$ cat src/rtl/output_score_accumulator.sv
// ---------------------------------------------------------------------------
// output_score_accumulator
//
// Output-layer accumulation stage. Sums NUM_TERMS signed partial products per
// output neuron, applies ReLU plus unsigned saturation, and stores each
// neuron's score. Once all NUM_NEURONS scores are filled, the array is shown
// on neural_out with out_valid and held until out_ack.
//
// Ports:
//   clk        system clock, rising edge
//   n_rst      asynchronous active-low reset
//   clear      synchronous frame abort; returns the block to its reset state
//   in_valid   in_data valid
//   in_ready   block accepts in_data (high while accumulating)
//   in_data    signed two's-complement partial product
//   out_valid  neural_out holds a complete frame
//   out_ack    downstream consumed the frame
//   neural_out per-digit unsigned scores, index = digit
//   busy       at least one term of the current frame has been accepted
// ---------------------------------------------------------------------------
module output_score_accumulator #(
    parameter int NUM_TERMS   = 64,
    parameter int NUM_NEURONS = 10,
    parameter int OUT_WIDTH   = 16,
    parameter int ACC_WIDTH   = 24
) (
    input  logic                 clk,
    input  logic                 n_rst,
    input  logic                 clear,
    input  logic                 in_valid,
    output logic                 in_ready,
    input  logic [15:0]          in_data,
    output logic                 out_valid,
    input  logic                 out_ack,
    output logic [OUT_WIDTH-1:0] neural_out [NUM_NEURONS-1:0],
    output logic                 busy
);

    localparam int TERM_W = (NUM_TERMS > 1) ? $clog2(NUM_TERMS) : 1;
    localparam int IDX_W  = (NUM_NEURONS > 1) ? $clog2(NUM_NEURONS) : 1;

    localparam logic [0:0] ST_ACCUM = 1'b0;
    localparam logic [0:0] ST_DONE  = 1'b1;

    // Largest storable score, as a positive accumulator-width value.
    localparam logic signed [ACC_WIDTH-1:0] SCORE_MAX =
        {{(ACC_WIDTH-OUT_WIDTH){1'b0}}, {OUT_WIDTH{1'b1}}};

    logic [0:0]                  state_reg;
    logic signed [ACC_WIDTH-1:0] acc_reg;
    logic [TERM_W-1:0]           term_cnt_reg;
    logic [IDX_W-1:0]            neuron_idx_reg;
    logic                        busy_reg;
    logic [OUT_WIDTH-1:0]        score_reg [NUM_NEURONS-1:0];

    logic                        handshake;
    logic                        last_term;
    logic                        last_neuron;
    logic                        store_en;
    logic signed [ACC_WIDTH-1:0] sum_next;
    logic [OUT_WIDTH-1:0]        clamp_next;

    assign in_ready  = (state_reg == ST_ACCUM);
    assign out_valid = (state_reg == ST_DONE);
    assign busy      = busy_reg;

    assign handshake   = in_valid && in_ready;
    assign last_term   = (term_cnt_reg == TERM_W'(NUM_TERMS - 1));
    assign last_neuron = (neuron_idx_reg == IDX_W'(NUM_NEURONS - 1));
    // A clear on the same edge drops the term, so it must not store a score.
    assign store_en    = handshake && last_term && !clear;

    assign sum_next = acc_reg + {{(ACC_WIDTH-16){in_data[15]}}, in_data};

    // ReLU followed by saturation to the unsigned score range.
    always_comb begin
        clamp_next = sum_next[OUT_WIDTH-1:0];
        if (sum_next < 0) begin
            clamp_next = '0;
        end else if (sum_next > SCORE_MAX) begin
            clamp_next = '1;
        end
    end

    always_ff @(posedge clk or negedge n_rst) begin
        if (!n_rst) begin
            state_reg      <= ST_ACCUM;
            acc_reg        <= '0;
            term_cnt_reg   <= '0;
            neuron_idx_reg <= '0;
            busy_reg       <= 1'b0;
        end else if (clear) begin
            state_reg      <= ST_ACCUM;
            acc_reg        <= '0;
            term_cnt_reg   <= '0;
            neuron_idx_reg <= '0;
            busy_reg       <= 1'b0;
        end else if (state_reg == ST_DONE) begin
            if (out_ack) begin
                state_reg <= ST_ACCUM;
            end
        end else if (handshake) begin
            if (!last_term) begin
                acc_reg      <= sum_next;
                term_cnt_reg <= term_cnt_reg + 1'b1;
                busy_reg     <= 1'b1;
            end else begin
                acc_reg      <= '0;
                term_cnt_reg <= '0;
                if (last_neuron) begin
                    neuron_idx_reg <= '0;
                    busy_reg       <= 1'b0;
                    state_reg      <= ST_DONE;
                end else begin
                    neuron_idx_reg <= neuron_idx_reg + 1'b1;
                    busy_reg       <= 1'b1;
                end
            end
        end
    end

    // One score register per digit; each is only written on its own neuron's
    // final term, so old values persist until the next frame overwrites them.
    genvar gi;
    generate
        for (gi = 0; gi < NUM_NEURONS; gi++) begin : g_score
            always_ff @(posedge clk or negedge n_rst) begin
                if (!n_rst) begin
                    score_reg[gi] <= '0;
                end else if (clear) begin
                    score_reg[gi] <= '0;
                end else if (store_en && (neuron_idx_reg == IDX_W'(gi))) begin
                    score_reg[gi] <= clamp_next;
                end
            end
            assign neural_out[gi] = score_reg[gi];
        end
    endgenerate

endmodule

$ cat config.mk
export PLATFORM = sky130hd
export DESIGN_NAME = output_score_accumulator
export DESIGN_NICKNAME = d
export VERILOG_FILES = /design/src/rtl/output_score_accumulator.sv
export SDC_FILE = /design/constraint.sdc
export NUM_CORES = 1
export LEC_CHECK = 0
export ABC_AREA = 0
export CAP_MARGIN = 10
export CORE_MARGIN = 4
export CORE_UTILIZATION = 35
export DETAILED_ROUTE_END_ITERATION = 7
export PLACE_DENSITY = 0.62
export SYNTH_ARGS = -nofsm -noshare
export SYNTH_HDL_FRONTEND = slang
export SYNTH_SLANG_ARGS = --single-unit
export TNS_END_PERCENT = 50
$ cat constraint.sdc
create_clock -name clk -period 3.6 [get_ports clk]
set_clock_uncertainty 0.1 [all_clocks]
set_input_delay 0.72 -clock clk [delete_from_list [all_inputs] [get_ports clk]]
set_output_delay 0.72 -clock clk [all_outputs]
set_load 0.1 [all_outputs]
======== Word level (Yosys, flattened, before mapping) ========
Index checks and enable logic that the tools add are counted.
W data, S select, Z words.
cells by class
  add/sub/neg operators ................... 3
  order comparisons ....................... 2
  eq/ne operators ......................... 11
  muxes and demuxes ....................... 46
  bitwise logic cells ..................... 1
  reduce and logical (&&, ||, !) cells .... 29
operators with widths
  kind                    count
  $mux W16                22
  $mux W24                4
  $add A24 B24 Y24        1
  $gt A24 B17 Y1 const B  1
  $lt A24 B1 Y1 const B   1
  $mux W6                 4
  $reduce_bool A2 Y1      12
  $mux W4                 5
  $eq A4 B3 Y1 const B    4
  $logic_and A1 B1 Y1     13
  $mux W1                 11
  $eq A4 B2 Y1 const B    2
  $eq A4 B4 Y1 const B    2
  $add A6 B1 Y6 const B   1
  $eq A6 B6 Y1 const B    1
  $add A4 B1 Y4 const B   1
  $eq A4 B1 Y1 const B    1
  $logic_not A4 Y1        1
  $reduce_and A3 Y1       1
  $ne A2 B2 Y1 const B    1
  $reduce_and A2 Y1       1
  $logic_not A1 Y1        1
  $not A1 Y1              1
storage, ports and cells
  register bits after elaboration ......... 196
  input bits .............................. 21
  output and inout bits ................... 163
  word-level logic and storage cells ...... 107

======== Logic depth before layout (Yosys ltp) ========
Gate-level depths: netlist of the first run.
  word-level depth ........................ 7
  depth in mapped cells ................... 12
  gate-level depth less buffers ........... 10

======== Worst setup path before layout of the first run ========
OpenSTA, ideal clock, no wires.
  kind .................................... input port to flip-flop
  start ................................... in in_data[0]
  end ..................................... reg score_reg (netlist bit neural_out[89])
  library setup time ...................... 134 ps
  data arrival time ....................... 3358 ps
  required time ........................... 3366 ps
  path slack .............................. 8 ps
  cell stages on the path ................. 11
  path buffers ............................ 1
  cell sequence ........................... ha_1 -> fa_1 -> a21o_2 -> a221o_2 -> a31oi_4 -> o21ai_2 -> a211oi_2 -> o31ai_2 -> nor4_4 -> buf_6 -> o211ai_1
on the way
  word-level cells in the longest chain between the ends .. 6
  elaborated cells on any way between the ends .. 7
  those cells by class .................... add/sub: 1; order compare: 2; mux: 4
ends and longest elaborated chain
  what                             line  RTL
  from (decl)                      32    input logic [15:0] in_data,
  $add A24 B24 Y24 *               73    assign sum_next = acc_reg + {{(ACC_WIDTH-16){in_data[15]}}, in_data};
  $gt A24 B17 Y1                   80    end else if (sum_next > SCORE_MAX) begin
  $mux W16                         80
  $mux W16 *                       78    if (sum_next < 0) begin
  $mux W16 *                       132   end else if (store_en && (neuron_idx_reg == IDX_W'(gi))) begin
  $mux W16 *                       130   end else if (clear) begin
  to (signal, indexed assignment)  133   score_reg[gi] <= clamp_next;
  to (decl)                        54    logic [OUT_WIDTH-1:0] score_reg [NUM_NEURONS-1:0];
Every way passes the cells marked *; elsewhere a longest branch is shown, timed or not. The select of a mux whose other input is x is not followed.
A chain may end at the register's enable or synchronous reset.

======== Worst setup path in the final report of the first run ========
  start ................................... in in_data[14]
  end ..................................... reg score_reg (netlist bit neural_out[53])
The elaborated chain is that of the path after synthesis.

==> flow_summary.toml, run 1 <==
[global_routing]
grt_usage_pct = 22.34
grt_pass1_wl_um = 54470
grt-ovfl-total = 0
grt_start_max_net_pins = 71
antenna_found_initial = 0
first_global_vias = 9330

[setup_path]
r2r_slack_ps = 160
setup.worst_path.end_class = "flop"
path_cells = "clkdlybuf4s50_1 > ha_1 > nand2_1 > o211ai_1 > and2_1 > o32ai_1 > a211oi_2 > nand2_2 > buf_12 > nor4_4 > buf_6 > o21ai_0"
crit_required_ps = 3820
r2r_end = "neural_out[53]"
r2r_cells = 13
crit_arrival_ps = 3770
worstSetupPathType = "in -> reg"
r2r-start = "acc_reg[0]"
crit_path_max_incr_delay_ps = 450
path_max_fanout = 10
cp_slowest_cell = "clkdlybuf4s50_1"
cp-start-kind = "input pin"

[routing]
wl_per_cell_um = 19.97
vias = 9541
drt_iter0_drc = 788
viasPerCell = 5.363
antenna_left = 0
wirelength_um = 35530
drc_errors = 0
firstDrtPassIters = 5

[synth]
synth_top_family_by_area = "compound AO/OA/AOI/OAI gates"
synth.area.mux_share_pct = 0
ys_types = 68
synthesis.area_mm2 = 0.009838
avgSynthCellArea_um2 = 9.397
synth_edf_count = 0
synth_compound_area_share_pct = 23.67
yosys_warnings = 0
syn_nets = 1093
synth_top_area_share_pct = 49.85
synthXorXnorAreaFrac_pct = 1.335
ys.flop_type = "dfrtp_1"
synthAdderAreaFrac_pct = 3.256
synth_simple_gate_area_share_pct = 17.49
ys_ff_latch = 196
synth.largest_area_cell = "dfrtp_1"
synth_seq_area_share_pct = 49.85
synthArstFlopShare_pct = 100.0
syn-instance-count = 1047
synthTopCellsByArea = "dfrtp_1 (50%), nand2_1 (7.1%), o21ai_0 (6.7%), a21oi_1 (4.5%), ha_1 (3.1%)"

[power_and_ir_drop]
seq_power_share_pct = 26.9
power-per-cell-area_mw_per_mm2 = 744.5
power.internal_uw = 5290
netSwitchingPower_uw = 5563
total_leakage_power_uw = 0.006546
worst_ir_drop_vdd_v = 0.0006667
comb_power_share_pct = 54.0
power.share.switching_pct = 51.26
clkPwrFrac_pct = 19.1

[floorplan]
num_io_pins = 184
start_util_pct = 35.41
die_width_um = 175.7
die_h_um = 175.7
core_area_mm2 = 0.02778
die-area_mm2 = 0.03085
row_count = 61

[clock_tree]
cts_buffers = 17
cts_tree = "yes"
htree_levels = 4
cts.sinks = 196
cts_buffer_depth = 2
clk_pin_slew_worst_paths_ps = 100
cts-root-buf = "clkbuf_16"
clkLatencyLatePin_ps = 450

[placed_design]
gp_congestion = 0.9092
placedCellCount = 1716
dpl.hpwl_um = 24460
place_area_mm2 = 0.01319
portBuffers = 183

[timing]
slew_headroom_pct = 25.97
fin_crit_ps = 3549
fmax_mhz = 281.8
timing.hold.ws_ps = 154.3
tightest_slew_ps = 1109
slew_violations = 0
grt_setup_unrepaired = "true"
hold_viol = 0
finalSetupViolations = 0
fin_crit_sh_pct = 98.58
setup_tns_ps = 0

[cells_and_area]
fillCellCount = 2520
fin_cells = 1779
antenna_cells = 0
area_growth_pct = 48.19
largest_register_ffs = 160
fin_area_mm2 = 0.01458
fin_nets = 1434
fin_util_pct = 52.48
drive_gt1_share_pct = 28.55

[job]
cap_viol_max_count = 0

[worst_hold_path]
hp-class = "in -> async"

[status]
outcome = "finished clean"
through the flow:
step	worst slack [ps]	power, µW
global placement	-603.5	8454
floorplan	8.089	6674
detailed placement	-655.3	8488
finish	51.13	10850
CTS	0.1301	10650
global route	-57.98	11280
metal layers:
layer  global-route usage (%)  wire length [µm]
met4                    5.588               670
met5                        0                 0
met3                    4.133              2520
met1                    33.83             16390
met2                    33.08             15950
final cells by class:
type                       instances  area [µm²]  area share, %
clock buffer                      17       425.4          2.918
clock inverter                    15       222.7          1.528
inverter                          10       37.54         0.2575
multi-input combinational        768        4930          33.81
sequential                       196        4905          33.64
tap                              378       473.0          3.244
timing repair buffer             395        3586          24.60
worst max-delay path by stage:
stage	from	to	slack [ps]	depth (start not counted)
2_1_floorplan	in_data[0]	neural_out[89]	8	11
3_3_place_gp	in_data[0]	neural_out[117]	-600	14
3_5_place_dp	in_data[0]	neural_out[5]	-660	14
4_1_cts	in_data[1]	neural_out[52]	0.1	12
5_1_grt	in_data[15]	neural_out[37]	-60	13
6_report	in_data[14]	neural_out[53]	50	12
worst max-delay path, delay by kind of cell:
kind | cells | cell delay (ps)
adder cells (fa/ha/maj) | 1 | 390
AO/OA/AOI/OAI | 4 | 850
buffers and inverters | 3 | 860
AND/OR/NAND/NOR | 4 | 940
cells in the final DEF (no fill, tap or decap), types with 6 or more instances in the layout:
cell             synthesis  final
buf_6                   10     12
a22oi_1                 24     24
nand3_1                 13     12
o21ai_0                131    121
clkinv_8                 0      6
o31ai_1                 33     33
a21oi_2                  0     10
nand2b_1                24     24
dfrtp_1                196    196
ha_4                     0      6
nor2_1                  63     59
o21bai_1                 8      8
ha_1                    24     14
a21oi_1                 88     76
or3_1                    9      8
inv_1                   10     10
o21ai_1                 16     21
o211ai_1                10     10
clkbuf_16                0     19
xor2_1                   6      6
clkdlybuf4s50_1          0    111
nor4_4                  11     11
a22o_1                  10     10
a21o_1                   8      7
a211oi_2                 2      6
xnor2_1                  9      9
nand2_1                186    185
buf_4                    7    247
nor3_1                  13     11
buf_12                   0     16
cells in the mapped netlist (all sizes together), types with 10 or more instances:
library cell,instances
a21o,10
a21oi,88
a22o,10
a22oi,24
a31oi,10
buf,29
clkbuf,43
dfrtp,196
ha,24
inv,10
nand2,186
nand2b,24
nand3,13
nor2,64
nor3,13
nor4,15
o211ai,11
o21ai,148
o31ai,34
cell families after synthesis:
family                     Yosys count
AOI/OAI and AO/OA                  379
and+or+nand+nor                    349
DFF                                196
buffers and inverters               83
adders and majority gates           25
xor gates and xnor gates            15
power groups by stage:
stage	Clock, µW	Sequential (µW)	Combinational, µW
6_report	2070	2920	5860
5_1_grt	2190	2960	6130
2_1_floorplan	0	5420	1250
3_5_place_dp	0	2940	5540
4_1_cts	2100	2920	5640
3_3_place_gp	0	2950	5500
what timing repair did:
item,in CTS,in global routing
setup buffers,6,19
gates cloned,3,3
hold buffers,0,0
gates resized for setup,27,67
setup endpoints to repair,160,160
pin swaps,10,15
No activity file was read; power rests on OpenSTA's default activity.
==> run 2: changes to the inputs <==
--- a/config.mk
+++ b/config.mk
@@ -11,6 +11,7 @@
 export CORE_UTILIZATION = 35
 export DETAILED_ROUTE_END_ITERATION = 7
 export PLACE_DENSITY = 0.62
+export SETUP_SLACK_MARGIN = 0.15
 export SYNTH_ARGS = -nofsm -noshare
 export SYNTH_HDL_FRONTEND = slang
 export SYNTH_SLANG_ARGS = --single-unit
==> flow_summary.toml, run 2 (same netlist as run 1, synthesis figures left out) <==
[timing]
grt_setup_unrepaired = "true"
fin_crit_sh_pct = 93.15
finalSetupViolations = 0
tightest_slew_ps = 1160
slew_violations = 0
fmax_mhz = 298.2
timing.hold.ws_ps = 210.5
hold_viol = 0
slew_headroom_pct = 22.39
fin_crit_ps = 3353

[setup_path]
setup.worst_path.end_class = "flop"
r2r_cells = 17
r2r_slack_ps = 250
worstSetupPathType = "in -> reg"
path_max_fanout = 30
r2r_end = "neural_out[99]"
r2r-start = "acc_reg[0]"
cp-start-kind = "input pin"
crit_arrival_ps = 3570
crit_required_ps = 3820

[global_routing]
grt_start_max_net_pins = 85
grt_usage_pct = 21.59
first_global_vias = 9205
antenna_found_initial = 0
grt_pass1_wl_um = 52850
grt-ovfl-total = 0

[clock_tree]
cts.sinks = 196
clkLatencyLatePin_ps = 440
cts_buffer_depth = 2
cts_buffers = 17
cts-root-buf = "clkbuf_16"
clk_pin_slew_worst_paths_ps = 80
cts_tree = "yes"
htree_levels = 4
cts-hold-fix-buffers = 0

[floorplan]
row_count = 61
die-area_mm2 = 0.03085
die_h_um = 175.7
start_util_pct = 35.41
die_width_um = 175.7
num_io_pins = 184
core_area_mm2 = 0.02778

[routing]
drt_iter0_drc = 772
wirelength_um = 34070
viasPerCell = 5.307
antenna_left = 0
vias = 9388
firstDrtPassIters = 6
drc_errors = 0
wl_per_cell_um = 19.26

[power_and_ir_drop]
worst_ir_drop_vdd_v = 0.0003584
seq_power_share_pct = 26.9
netSwitchingPower_uw = 5515
power.internal_uw = 5290
comb_power_share_pct = 54.7
clkPwrFrac_pct = 18.5
power-per-cell-area_mw_per_mm2 = 730.1
power.share.switching_pct = 51.04
total_leakage_power_uw = 0.006521

[placed_design]
portBuffers = 183
gp_congestion = 0.8865
dpl.hpwl_um = 23670
place_area_mm2 = 0.01313

[cells_and_area]
final_cell_mix = "buf_4 (210), dfrtp_1 (196), nand2_1 (184), clkdlybuf4s50_1 (127), o21ai_0 (91)"
drive_gt1_share_pct = 28.83
antenna_cells = 0
fin_nets = 1424
fin_area_mm2 = 0.01480
final_common_cell = "buf_4"
fillCellCount = 2513
largest_register_ffs = 160
area_growth_pct = 50.43

[worst_hold_path]
hp-class = "in -> async"

[status]
outcome = "finished clean"

[job]
cap_viol_max_count = 0
[run 2: cell count changes in the layout (fill, tap and decap cells not counted), sizes merged]
cell,delta
clkinv,+1
inv,-1
dlymetal6s2s,+3
clkbuf,-1
clkdlybuf4s50,+16
buf,-31
dlygate4sd2,+2
clkdlybuf4s15,+1
[run 2: power groups by stage]
stage / registers, µW / clock network, µW / logic (µW)
CTS: 2890 / 2020 / 5710
finish: 2900 / 1990 / 5910
global route: 2950 / 2120 / 6160
detailed placement: 2930 / 0 / 5470
floorplan: 5420 / 0 / 1260
global placement: 2930 / 0 / 5430
[run 2: through the flow]
step           util (%)  instances  total power, µW  setup TNS (ps)  worst slack [ps]
2_1_floorplan         -       1047             6687               0             179.3
3_3_place_gp      47.25       1700             8355          -86090            -568.6
3_5_place_dp      47.25       1700             8401          -78770            -554.8
4_1_cts           51.52       1759            10620               0             58.21
5_1_grt           53.27       1769            11230               0             97.58
6_report          53.27       1769            10810               0             246.6
[run 2: worst max-delay path by stage]
stage | startpoint | endpoint | slack [ps]
3_5_place_dp | in_data[15] | neural_out[14] | -550
2_1_floorplan | in_data[0] | neural_out[89] | 180
4_1_cts | acc_reg[0] | neural_out[147] | 60
6_report | in_data[14] | neural_out[74] | 250
5_1_grt | acc_reg[0] | neural_out[3] | 100
3_3_place_gp | in_data[15] | neural_out[59] | -570
[run 2: repair_timing]
item | CTS | global route
setup endpoints to repair | 160 | 160
pin swaps | 30 | 31
setup buffers | 20 | 10
gates resized for setup | 86 | 85
hold endpoints to repair | 0 | 0
gates cloned | 7 | 0
[run 2: routing by layer]
layer / wire (µm) / share of wire, % / GRT usage [%]
met1: 15430 / 45 / 30.35
met2: 15930 / 47 / 34.30
met3: 1997 / 5.9 / 3.917
met4: 716 / 2.1 / 6.303
met5: 0 / 0 / 0
[run 2: cell type report]
class / count / area (µm²) / share of cell area, %
multi-input cells: 768 / 5185 / 35.04
repair buffers: 385 / 3577 / 24.17
inverters: 10 / 37.54 / 0.2536
flip-flops and latches: 196 / 4905 / 33.14
clock inverters: 15 / 196.4 / 1.327
clock buffers: 17 / 425.4 / 2.875
well taps: 378 / 473.0 / 3.196
[run 2: critical path, cell delays in order]
cell and delay, ps:
clkdlybuf4s50_1 450, ha_4 310, buf_4 120, nand4_1 180
a21o_1 260, buf_4 160, o31a_1 240, o41ai_2 50
buf_4 200, nor2_1 80, nor4_4 300, buf_6 190
buf_16 200, a22oi_1 90
==> run 3: changes to the inputs <==
--- a/config.mk
+++ b/config.mk
@@ -10,7 +10,7 @@
 export CORE_MARGIN = 4
 export CORE_UTILIZATION = 35
 export DETAILED_ROUTE_END_ITERATION = 7
-export PLACE_DENSITY = 0.62
+export PLACE_DENSITY_LB_ADDON = 0.2
 export SETUP_SLACK_MARGIN = 0.15
 export SYNTH_ARGS = -nofsm -noshare
 export SYNTH_HDL_FRONTEND = slang
==> flow_summary.toml, run 3 (same netlist as run 1, synthesis figures left out) <==
[global_routing]
grt_usage_pct = 21.73
antenna_found_initial = 0
grt-ovfl-total = 0
grt_start_max_net_pins = 84
first_global_vias = 9141
grt_pass1_wl_um = 53020

[power_and_ir_drop]
power-per-cell-area_mw_per_mm2 = 731.8
total_leakage_power_uw = 0.006556
worst_ir_drop_vdd_v = 0.0004199

[setup_path]
r2r_cells = 13
crit_required_ps = 3830
setup.worst_path.end_class = "flop"
r2r-start = "acc_reg[0]"
r2r_end = "neural_out[21]"
crit_arrival_ps = 3660
r2r_slack_ps = 170
worstSetupPathType = "reg -> reg"
cp-start-kind = "flop"
path_max_fanout = 8

[cells_and_area]
final_common_cell = "buf_4"
fillCellCount = 2510
antenna_cells = 0
area_growth_pct = 51.84
largest_register_ffs = 160
final_cell_mix = "buf_4 (207), dfrtp_1 (196), nand2_1 (184), clkdlybuf4s50_1 (126), o21ai_0 (87)"
drive_gt1_share_pct = 29.02
fin_nets = 1425

[clock_tree]
cts.sinks = 196
cts_buffer_depth = 2
htree_levels = 4
cts_buffers = 17
cts-hold-fix-buffers = 0
clk_pin_slew_worst_paths_ps = 90
cts-root-buf = "clkbuf_16"
cts_tree = "yes"
clkLatencyLatePin_ps = 440

[placed_design]
portBuffers = 183
gp_congestion = 0.8834
dpl.hpwl_um = 24260

[floorplan]
start_util_pct = 35.41
die-area_mm2 = 0.03085
core_area_mm2 = 0.02778
row_count = 61
die_h_um = 175.7
die_width_um = 175.7
num_io_pins = 184

[timing]
grt_setup_unrepaired = "true"
slew_violations = 0
hold_viol = 0
slew_headroom_pct = 31.99
finalSetupViolations = 0
timing.hold.ws_ps = 218.4
tightest_slew_ps = 1017
fin_crit_ps = 3428
setup_tns_ps = 0
fmax_mhz = 291.7
fin_crit_sh_pct = 95.22

[job]
cap_viol_max_count = 0

[routing]
vias = 9311
drt_iter0_drc = 708
wirelength_um = 34280
antenna_left = 0
viasPerCell = 5.260
drc_errors = 0
wl_per_cell_um = 19.37
firstDrtPassIters = 5

[worst_hold_path]
hp-class = "in -> async"

[status]
outcome = "finished clean"
==> run 3: critical path, cell delays in order, from the launching register on <==
cell and delay, ps:
dfrtp_1 420, ha_4 170, fa_2 360, a21o_4 230, a221o_2 380, a31oi_4 190, o21ai_2 90, a211oi_2 310
o31ai_4 170, buf_12 160, buf_12 120, nor4_4 370, buf_12 190, o21ai_1 60
==> run 3: worst max path at each step <==
stage / from / endpoint / cells past startpoint
after floorplan: in_data[0] / neural_out[89] / 11
after global placement: in_data[15] / neural_out[53] / 14
after detailed placement: in_data[15] / neural_out[151] / 14
after CTS: in_data[5] / neural_out[57] / 14
after global routing: acc_reg[0] / neural_out[53] / 13
final: acc_reg[0] / neural_out[21] / 13
==> run 3: through the flow <==
stage                     power (µW)  cells  instance area, µm²  worst slack (ps)  utilization (%)
final                          10930   1770               14940             172.1            53.77
after global routing           11360   1770               14940             70.77            53.77
after CTS                      10740   1756               14380             89.84            51.76
after detailed placement        8474   1705               13320            -607.5            47.93
after global placement          8439   1705               13320            -688.4            47.93
after floorplan                 6687   1047                9857             179.3                -
==> run 3: timing repair <==
item / 4_1_cts / 5_1_grt
setup endpoints to repair: 160 / 160
setup buffers: 16 / 12
resized for setup: 60 / 99
hold endpoints to repair: 0 / 0
gates cloned: 3 / 1
pin swaps: 22 / 29
==> run 3: area by class of cell <==
class / count / area, µm² / share of cell area (%)
Multi-Input combinational cell: 768 / 5161 / 34.55
Sequential cell: 196 / 4905 / 32.83
Timing Repair Buffer: 386 / 3716 / 24.88
Tap cell: 378 / 473.0 / 3.166
Clock buffer: 17 / 425.4 / 2.848
Clock inverter: 15 / 220.2 / 1.474
Inverter: 10 / 37.54 / 0.2513
==> run 3: metal layers <==
metal	track usage [%]	part of all wire [%]	vias up	routed length (µm)
li1	-	-	4440	-
met3	3.960	6.0	46	2059
met4	6.498	2.8	0	957
met1	31.52	46	4559	15760
met5	0	0	-	0
met2	33.31	45	266	15510
==> run 3: power by group <==
group | leakage [µW] | switching, µW | internal [µW]
registers | 0.00256 | 311 | 2590
logic | 0.00369 | 4180 | 1780
clock network | 0.000309 | 1080 | 985
==> variant (settings of run 3) <==
Compare `neuron_idx_reg` against `IDX_W'(NUM_NEURONS - 1)` with >= in place of ==.
--- a/src/rtl/output_score_accumulator.sv
+++ b/src/rtl/output_score_accumulator.sv
@@ -68,3 +68,3 @@
     assign last_term   = (term_cnt_reg == TERM_W'(NUM_TERMS - 1));
-    assign last_neuron = (neuron_idx_reg == IDX_W'(NUM_NEURONS - 1));
+    assign last_neuron = (neuron_idx_reg >= IDX_W'(NUM_NEURONS - 1));
     // A clear on the same edge drops the term, so it must not store a score.
Check against the original RTL: no difference found for any inputs over 4 cycles, from zero or initial values and one cycle with n_rst low; that may be too few to reach the edited logic, so the function may still have changed.
==> variant against run 3 <==
Sequential cell count unchanged. Setup slack worse by 0.033 ns. Non-clock buffer count down 8. Maximum frequency down 0.96%. Via count down 16%. Synthesized area down 8.5%. Total power down 0.79%. Wire length down 7.6%. Hold slack better by 0.028 ns. Design area down 6.2%. Critical endpoint is now neural_out[48].
==> variant: results (changes against run 3) <==
* Non-clock buffering overhead in the final layout: 25.9% (+0.99 points)
- Largest stage delay on the critical path: 0.52 ns (+0.10 ns)
* Multi-input combinational cell area: 4390 um^2 (-15%)
* Average wire per standard cell: 22.1 um (+14%)
* Number of global-route vias before repair: 7800 (-15%)
* Post-synthesis sequential area ratio: 54.5% (+4.7 points)
* Total routing usage reported by global routing: 22.1% (+0.38 points)
- Peak VDD IR: 0.656 mV (+56%)
- The largest individual stage delay along the critical path comes from the cell sky130_fd_sc_hd__or4_4.
* Ranking of synthesized cells by area: sky130_fd_sc_hd__dfrtp_1 55%, sky130_fd_sc_hd__a22o_1 17%, sky130_fd_sc_hd__ha_1 4.0%, sky130_fd_sc_hd__a21oi_1 2.3%, sky130_fd_sc_hd__nand4b_4 2.1%
- The met2 routing resource usage after global routing is 36.1% (+2.8 points).
* Reg-to-reg startpoint: acc_reg[4]
- Synth unique cells: 62 (-8.8%)
* Share of post-route cells with drive strength above 1: 34.4% (+5.3 points)
* Met1 routed wirelength after detailed routing: 13900 um (-12%)
- Switching power share of the total: 49.8% (-1.2 points)
- The number of design-rule violations left by the first detailed-router iteration is 591 (-17%).
- The total met3 wirelength after detailed routing is 1790 um (-13%).
- Non-CTS buffers: 378 (-2.1%)
* Pin count of the biggest net entering global routing: 95 (+13%)
* Cell Count Post-Placement: 1356 (-20%)
- Highest net fanout along the worst path: 7 (-1)
* M3 GR Usage: 4.51% (+0.55 points)
* Number of buffers inserted to repair setup after CTS: 32 (+16)
* Half-perimeter wire length of the detailed placement result: 21300 um (-12%)
* Standard-cell rows: 58 (-4.9%)
* Worst Reg2Reg Path Length in Cells: 15 (+2)
- The multi-input logic cell count came to 490 (-36%).
- Post-Synthesis Net Count: 782 (-28%)
- Nets@finish: 1144 (-20%)
* Mux cell area share after synthesis: 0.125% (+0.13 points)
- The data arrival time of the worst path is 3.68 ns (+0.02 ns).
* Post-Synth XOR/XNOR Area: 1.95% (+0.61 points)
- The routed wire length came to 31700 um (-7.6%).
- The ratio of routed vias to standard cells was 5.48 (+4.1%).
- Global-route wire length before repair: 48400 um (-8.6%)
- The sequential power share is 26.7% (about the same).
- RD Place Congestion: 0.835 (-5.5%)
- The flow ran to the end, and the final reports show no timing, DRC or antenna violations.
- The sequential share of cell area came to 35.0% (+2.2 points).
-- variant: per-stage QoR --
stage | util, % | setup TNS (ns) | hold slack, ns | power, uW
floorplan | - | -3.10 | 0.324 | 6620
global placement | 48.9 | -95.15 | 0.383 | 8300
detailed placement | 48.9 | -100.58 | 0.381 | 8330
CTS | 54.6 | 0 | 0.280 | 10800
global route | 55.5 | 0 | 0.319 | 11200
finish | 55.5 | 0 | 0.247 | 10800
-- variant: worst max-delay path by stage --
stage	from	to	slack, ns	cells after the start
after global placement	in_data[15]	neural_out[103]	-0.74	12
after global routing	acc_reg[0]	neural_out[69]	0.05	14
after floorplan	in_data[0]	neural_out[114]	-0.04	11
after detailed placement	in_data[4]	neural_out[71]	-0.77	12
after CTS	in_data[12]	neural_out[140]	0.11	14
final	acc_reg[4]	neural_out[48]	0.14	15
